**config.mk**
```make
export PLATFORM = sky130hd
export DESIGN_NAME = trail_writer
export DESIGN_NICKNAME = d
export VERILOG_FILES = /design/src/rtl/trail_writer.sv
export SDC_FILE = /design/constraint.sdc
export NUM_CORES = 1
export LEC_CHECK = 0
export ABC_CLOCK_PERIOD_IN_PS = 4680
export BUFFER_PORTS_ARGS = -buffer_cell sky130_fd_sc_hd__buf_2
export CORE_MARGIN = 4
export CORE_UTILIZATION = 30
export DETAILED_ROUTE_END_ITERATION = 6
export PLACE_DENSITY_LB_ADDON = 0.12
export RECOVER_POWER = 50
export REMOVE_ABC_BUFFERS = 1
export SLEW_MARGIN = 20
export SYNTH_ARGS = -nofsm -noshare
export SYNTH_HDL_FRONTEND = slang
export SYNTH_SLANG_ARGS = --single-unit
```
**constraint.sdc**
```tcl
create_clock -name Clk -period 4.68 [get_ports Clk]
set_clock_uncertainty 0.05 [all_clocks]
set_input_delay 0.234 -clock Clk [delete_from_list [all_inputs] [get_ports Clk]]
set_output_delay 0.234 -clock Clk [all_outputs]
set_load 0.01 [all_outputs]
```
**src/rtl/trail_writer.sv**
```systemverilog
// trail_writer: fills the 640x480 frame buffer with background after reset or
// on request, and once per frame stamps each living bike's head position into
// the buffer as a two-pixel-wide trail word. One buffer word per clock.
module trail_writer #(
  parameter logic [3:0] BG_COLOR   = 4'h8,
  parameter logic [3:0] BLUE_COLOR = 4'h2,
  parameter logic [3:0] RED_COLOR  = 4'h4,
  parameter int         WORDS      = 153600
) (
  input  logic        Clk,
  input  logic        Reset,
  input  logic        frame_clk,
  input  logic        clear_req,
  input  logic [9:0]  Blue_X,
  input  logic [9:0]  Blue_Y,
  input  logic [9:0]  Red_X,
  input  logic [9:0]  Red_Y,
  input  logic        blue_alive,
  input  logic        red_alive,
  output logic        WE,
  output logic [18:0] write_address,
  output logic [15:0] Data_In,
  output logic        busy,
  output logic        clear_done
);

  typedef enum logic [1:0] {IDLE, CLEAR, WR_BLUE, WR_RED} state_t;

  localparam logic [18:0] LAST_ADDR = 19'(WORDS - 1);
  localparam logic [15:0] BG_WORD   = {4'h0, BG_COLOR, 4'h0, BG_COLOR};
  localparam logic [15:0] BLUE_WORD = {4'h0, BLUE_COLOR, 4'h0, BLUE_COLOR};
  localparam logic [15:0] RED_WORD  = {4'h0, RED_COLOR, 4'h0, RED_COLOR};

  state_t      state;
  logic        frame_prev;
  logic        clear_pending;
  logic [9:0]  red_x;
  logic [9:0]  red_y;
  logic        red_live;
  logic        frame_edge;

  // Y*320 + X/2 built from shifts so no multiplier is needed
  function automatic logic [18:0] pixel_addr(input logic [9:0] x, input logic [9:0] y);
    logic [18:0] y_ext;
    y_ext = {9'd0, y};
    return (y_ext << 8) + (y_ext << 6) + {10'd0, x[9:1]};
  endfunction

  function automatic logic on_screen(input logic [9:0] x, input logic [9:0] y);
    return (x < 10'd640) && (y < 10'd480);
  endfunction

  assign frame_edge = frame_clk & ~frame_prev;

  // Single state machine; outputs are registered alongside the state they belong to
  always_ff @(posedge Clk) begin
    if (Reset) begin
      state         <= CLEAR;
      WE            <= 1'b0;
      write_address <= '0;
      Data_In       <= '0;
      busy          <= 1'b0;
      clear_done    <= 1'b0;
      frame_prev    <= 1'b0;
      clear_pending <= 1'b0;
      red_x         <= '0;
      red_y         <= '0;
      red_live      <= 1'b0;
    end else begin
      frame_prev <= frame_clk;
      clear_done <= 1'b0;
      case (state)
        IDLE: begin
          if (clear_req) begin
            state         <= CLEAR;
            clear_pending <= 1'b0;
            WE            <= 1'b1;
            write_address <= '0;
            Data_In       <= BG_WORD;
            busy          <= 1'b1;
          end else if (frame_edge) begin
            state         <= WR_BLUE;
            red_x         <= Red_X;
            red_y         <= Red_Y;
            red_live      <= red_alive;
            WE            <= blue_alive && on_screen(Blue_X, Blue_Y);
            write_address <= pixel_addr(Blue_X, Blue_Y);
            Data_In       <= BLUE_WORD;
            busy          <= 1'b1;
          end else begin
            WE   <= 1'b0;
            busy <= 1'b0;
          end
        end
        CLEAR: begin
          if (!WE) begin
            // Straight out of reset the sweep has not begun yet
            WE            <= 1'b1;
            write_address <= '0;
            Data_In       <= BG_WORD;
            busy          <= 1'b1;
          end else if (write_address == LAST_ADDR) begin
            state      <= IDLE;
            WE         <= 1'b0;
            busy       <= 1'b0;
            clear_done <= 1'b1;
          end else begin
            write_address <= write_address + 19'd1;
          end
        end
        WR_BLUE: begin
          if (clear_req) begin
            clear_pending <= 1'b1;
          end
          state         <= WR_RED;
          WE            <= red_live && on_screen(red_x, red_y);
          write_address <= pixel_addr(red_x, red_y);
          Data_In       <= RED_WORD;
          busy          <= 1'b1;
        end
        WR_RED: begin
          if (clear_pending || clear_req) begin
            state         <= CLEAR;
            clear_pending <= 1'b0;
            WE            <= 1'b1;
            write_address <= '0;
            Data_In       <= BG_WORD;
            busy          <= 1'b1;
          end else begin
            state <= IDLE;
            WE    <= 1'b0;
            busy  <= 1'b0;
          end
        end
        default: begin
          state <= IDLE;
          WE    <= 1'b0;
          busy  <= 1'b0;
        end
      endcase
    end
  end

endmodule

```
* After elaboration in Yosys (flattened, before gate mapping) *
Cells that the tools add are included.

operators by class
  add/sub/neg operators = 5
  $mul = 0
  div/mod/pow operators = 0
  order comparisons = 4
  equal/unequal tests = 13
  shifts and indexed selects = 0
  mux-type cells = 33
  bitwise gates (word level) = 5
  reductions and logical operators = 13

operators by type and width
  kind                     count
  $mux W19                 5
  $pmux W19 S4             1
  $mux W16                 4
  $pmux W16 S4             1
  $add A18 B16 Y19         2
  $add A19 B9 Y19          2
  $lt A10 B10 Y1 const B   2
  $lt A10 B9 Y1 const B    2
  $add A19 B1 Y19 const B  1
  $eq A19 B18 Y1 const B   1
  $mux W1                  14
  $ne A2 B2 Y1 const B     6
  $reduce_and A3 Y1        4
  $ne A3 B3 Y1 const B     3
  $mux W2                  4
  $pmux W1 S4              2
  $pmux W2 S4              1
  $eq A2 B2 Y1 const B     2
  $logic_and A1 B1 Y1      4
  $not A1 Y1               4
  $reduce_and A4 Y1        1
  $pmux W1 S3              1
  $reduce_bool A3 Y1       1
  $reduce_or A3 Y1         1
  4 further kinds          4

word-level totals
  flip-flop bits (word level) = 63
  bits in latches = 0
  RAM bits = 0
  memory bits (read-only) = 0
  bits of input ports = 46
  output and inout port bits = 38
  logic and storage cells = 84
  memories = 0

* Longest topological paths before layout *
  depth in word-level cells = 6
  mapped depth = 10
  mapped depth without buffers = 10

* Least setup slack after synthesis *
OpenSTA, ideal clock, no wires.

  path type = input-to-reg
  start = input port Blue_X[9]
  end = register write_address[16]
  setup time = 0.136 ns
  arrival time = 2.280 ns
  required time = 4.494 ns
  setup slack = 2.214 ns
  cell stages on the path = 10
  buffers on the path = 0
  path through = inv_1 -> fa_1 -> inv_1 -> ha_1 -> a211oi_1 -> o21ai_0 -> a21oi_1 -> xnor2_1 -> a221oi_1 -> a211oi_2

between the ends
  longest elaborated chain between the ends = 4

ends and longest elaborated chain
  item                    line  source
  start: declaration      14    input logic [9:0] Blue_X,
  $add A19 B9 Y19         46    return (y_ext << 8) + (y_ext << 6) + {10'd0, x[9:1]};
  $mux W19                81    end else if (frame_edge) begin
  $mux W19                74    if (clear_req) begin
  $pmux W19 S4            72    case (state)
  end signal: assignment  87    write_address <= pixel_addr(Blue_X, Blue_Y);
  end signal: assignment  108   write_address <= write_address + 19'd1;
  end signal: assignment  117   write_address <= pixel_addr(red_x, red_y);
  end: declaration        21    output logic [18:0] write_address,

Every way passes these cells. The select of a mux whose other input is x is not followed.
A chain may end at the register's enable or synchronous reset.

* Final worst setup path *
  start = register red_y[0]
  end = register write_address[17]

between the ends
  longest elaborated chain between the ends = 3

ends and longest elaborated chain
  item                      line  source
  start: declaration        38    logic [9:0] red_y;
  start signal: assignment  84    red_y <= Red_Y;
  $add A18 B16 Y19          46
  $add A19 B9 Y19           46
  $pmux W19 S4              72

Every way passes these cells.

==> out/metrics.cfg <==
[status]
status = complete, but fails checks
violations = max-capacitance violations, max-slew violations

[timing]
slew_headroom_pct = -31.84
fmax_mhz = 371.1
finalCritPeriodShare_pct = 57.58
finalSetupTns_ns = 0
setup_viol = 0
hold_viol = 0
rsz0062_at_grt = false
post-route-min-period_ns = 2.695
tightest_slew_ns = 1.978
slew_violations = 41

[die]
die_h_um = 121.5
coreArea_mm2 = 0.01262
initial_core_util_pct = 30.60
die_w_um = 121.5
ios = 84
std_cell_rows = 41
dieArea_mm2 = 0.01475

[route]
route.met2.wl_mm = 5.081
vias_per_cell = 4.993
routedLengthMet1_mm = 5.235
top_layer = met4
final_antenna_net_count = 0
wl_mm = 10.85
routedWlPerCell_um = 15.25
drtIter0Drc = 209
drcViolationCount = 0
first_pass_iters = 4
vias = 3550
wl_met3_um = 492

[synthesis]
synth-seq-cells = 49
ys_async_sr_fraction_pct = 0
ys_seq_area_share_pct = 25.41
yosysTopAreaCellShare_pct = 25.41
synth_area_mm2 = 0.003861
yosys_warnings = 0
syn_inst = 484
synth_edf_count = 0
synth_top_cell_by_area = dfxtp_1
ys_top_cells_by_area = dfxtp_1, ha_1, a21oi_1
ys_types = 66
syn_avg_cell_area_um2 = 7.978
synth_ff_type = dfxtp_1

[setup_path]
path_class = reg2reg
required_ns = 4.80
crit_cells = 9
cp_data_arrival_time_ns = 2.81
cp_top_family = adder cells
cpMaxStageDelayCell = fa_1
cp-start-kind = flip-flop
cp_slowest_stage_delay_ns = 0.51
path_max_fanout = 3
crit_chain = inv_1, fa_1, fa_1, nor2b_1, o31a_1, o21ai_0, o21ai_0, mux2i_1, a31oi_1
critPathCaptureType = flip-flop
path_buf_inv = 1
reg2regPathDepth = 9

[clock_network]
clock-sinks = 49
ctsRootBufferMaster = clkbuf_16
ctsLongestPathBuffers = 2
htree_levels = 2
insertion_delay_ns = 0.29
clk_pin_slew_ns = 0.07
cts_buffers = 5
cts_tree = built
cts_resized = 0
cts_hold_buffers = 0
cts_setup_buffers = 0

[place]
place_congestion = 0.8114
placed_area_mm2 = 0.004265
dp_hpwl_mm = 8.302
portBuffers = 71

[pwr]
powerDensity_mw_per_mm2 = 225.6
p_seq_share_pct = 42.7
p_sw_w = 0.0002455
switching_share_pct = 24.78
p_leak_nw = 1.757
irDropWorstVdd_v = 0.0001844
pwr-share-comb_pct = 14.2
clkPwrFrac_pct = 43.2
internal-power_w = 0.0007450

[global_routing]
grt_pass1_wl_mm = 17.66
grt_overflow_total = 0
grt_max_degree = 41
grt_pass1_vias = 3437
antenna_found_initial = 0
grt_usage_pct = 14.77

[min_path]
min_path_type = in2reg
whs_path_depth = 2

[final_layout]
drive_gt1_share_pct = 12.06
final_area_mm2 = 0.004390
syn_to_final_growth_pct = 13.71
fill_cells = 1420
fin_util_pct = 34.79
nNetsFinal = 627
diodes = 0

[job]
cap_violations = 1

[routing by layer]
layer	track usage [%]	vias to the layer above
li1	-	1845
met1	20.67	1630
met2	24.84	73
met3	1.865	2
met4	2.101	0
met5	0	-
[worst register-to-register path: stages, from the launching register on]
cell and delay, ns:
dfxtp_1 0.35, inv_1 0.06, fa_1 0.51, fa_1 0.47
nor2b_1 0.16, o31a_1 0.18, o21ai_0 0.15, o21ai_0 0.29
mux2i_1 0.25, a31oi_1 0.10
[power groups by stage]
stage	Sequential [W]	Combinational, W	Clock [W]
after floorplan	0.000433	0.0000857	0
after detailed placement	0.000432	0.000141	0
after global routing	0.000423	0.000162	0.000455
after global placement	0.000432	0.000140	0
after CTS	0.000422	0.000142	0.000438
final	0.000423	0.000140	0.000427
[registers in the layout (all words and copies together), names as in the netlist]
signal,count
busy,1
clear_done,1
frame_prev,1
Data_In,3
red_x,9
red_live,1
red_y,10
WE,1
write_address,19
state,2
clear_pending,1
[layout make-up]
cell class	instances	area, um^2	share of cell area [%]
inverter	21	78.83	1.795
clock inverter	2	37.54	0.8549
clock buffer	6	138.9	3.163
timing repair buffer	73	334.1	7.609
multi-input combinational	388	2605	59.33
tap	172	215.2	4.902
sequential	49	980.9	22.34
[cell usage in the layout, fill, tap and decap left out, types with 6 or more instances in the layout]
master and instances:
a31oi_1 7, o21ai_1 12, clkbuf_1 29, buf_2 42
conb_1 10, nor2_1 29, a21oi_1 57, ha_1 39
xor2_1 9, xnor2_1 11, inv_1 21, o21ai_0 27
nand2_1 61, nor2b_1 6, nor3_1 10, nand4_1 14
dfxtp_1 49
[worst paths after layout]
check,startpoint,endpoint,slack (ns)
setup reg to reg,red_y[0]$_SDFFE_PP0P_,write_address[17]$_SDFFE_PP0P_,1.99
hold reg to reg,red_live$_SDFFE_PP0P_,red_live$_SDFFE_PP0P_,0.41
hold / removal,frame_clk,frame_prev$_SDFF_PP0_,0.13
setup / recovery,red_y[0]$_SDFFE_PP0P_,write_address[17]$_SDFFE_PP0P_,1.99
[cells by family (layout without fill, tap and decap cells)]
group | after synthesis | after routing | share of synthesized area (%)
flops | 49 | 49 | 25.41
mux | 3 | 3 | 0.7777
other cells | 1 | 10 | 0.09712
simple gates | 156 | 156 | 20.71
fa+ha+maj | 43 | 43 | 14.71
buf+inv | 56 | 102 | 7.615
compound gates | 156 | 156 | 26.15
xor+xnor | 20 | 20 | 4.537
[Yosys cell counts (3+ instances only)]
library cell and n:
nand4_1 13, xor2_1 9, buf_6 3, a21o_1 4, a31oi_1 7, buf_4 13
o21a_1 5, nand4b_1 3, and2_1 3, ha_1 39, nand3_1 4, clkbuf_1 8
o211ai_1 3, buf_2 10, and3_1 4, a21oi_1 57, o22ai_1 3, nor2b_1 6
mux2i_1 3, nor2_1 29, a211oi_2 3, o21ai_0 27, o21ai_1 12, nand2b_1 3
fa_1 4, nand2_1 61, xnor2_1 11, nor3_1 10, dfxtp_1 49, inv_1 21
nand3b_1 5, a221oi_1 5, a211oi_1 5
[per-stage QoR]
stage / std cells / power (W) / worst slack (ns) / hold slack, ns
finish: 711 / 0.0009905 / 1.985 / 0.1283
global route: 711 / 0.001039 / 1.765 / 0.1255
CTS: 711 / 0.001002 / 1.978 / 0.1229
detailed placement: 703 / 0.0005730 / 1.753 / 0.4061
global placement: 703 / 0.0005719 / 1.812 / 0.4014
floorplan: 458 / 0.0005189 / 2.219 / 0.2486
Power figures use the tool's default switching activity.
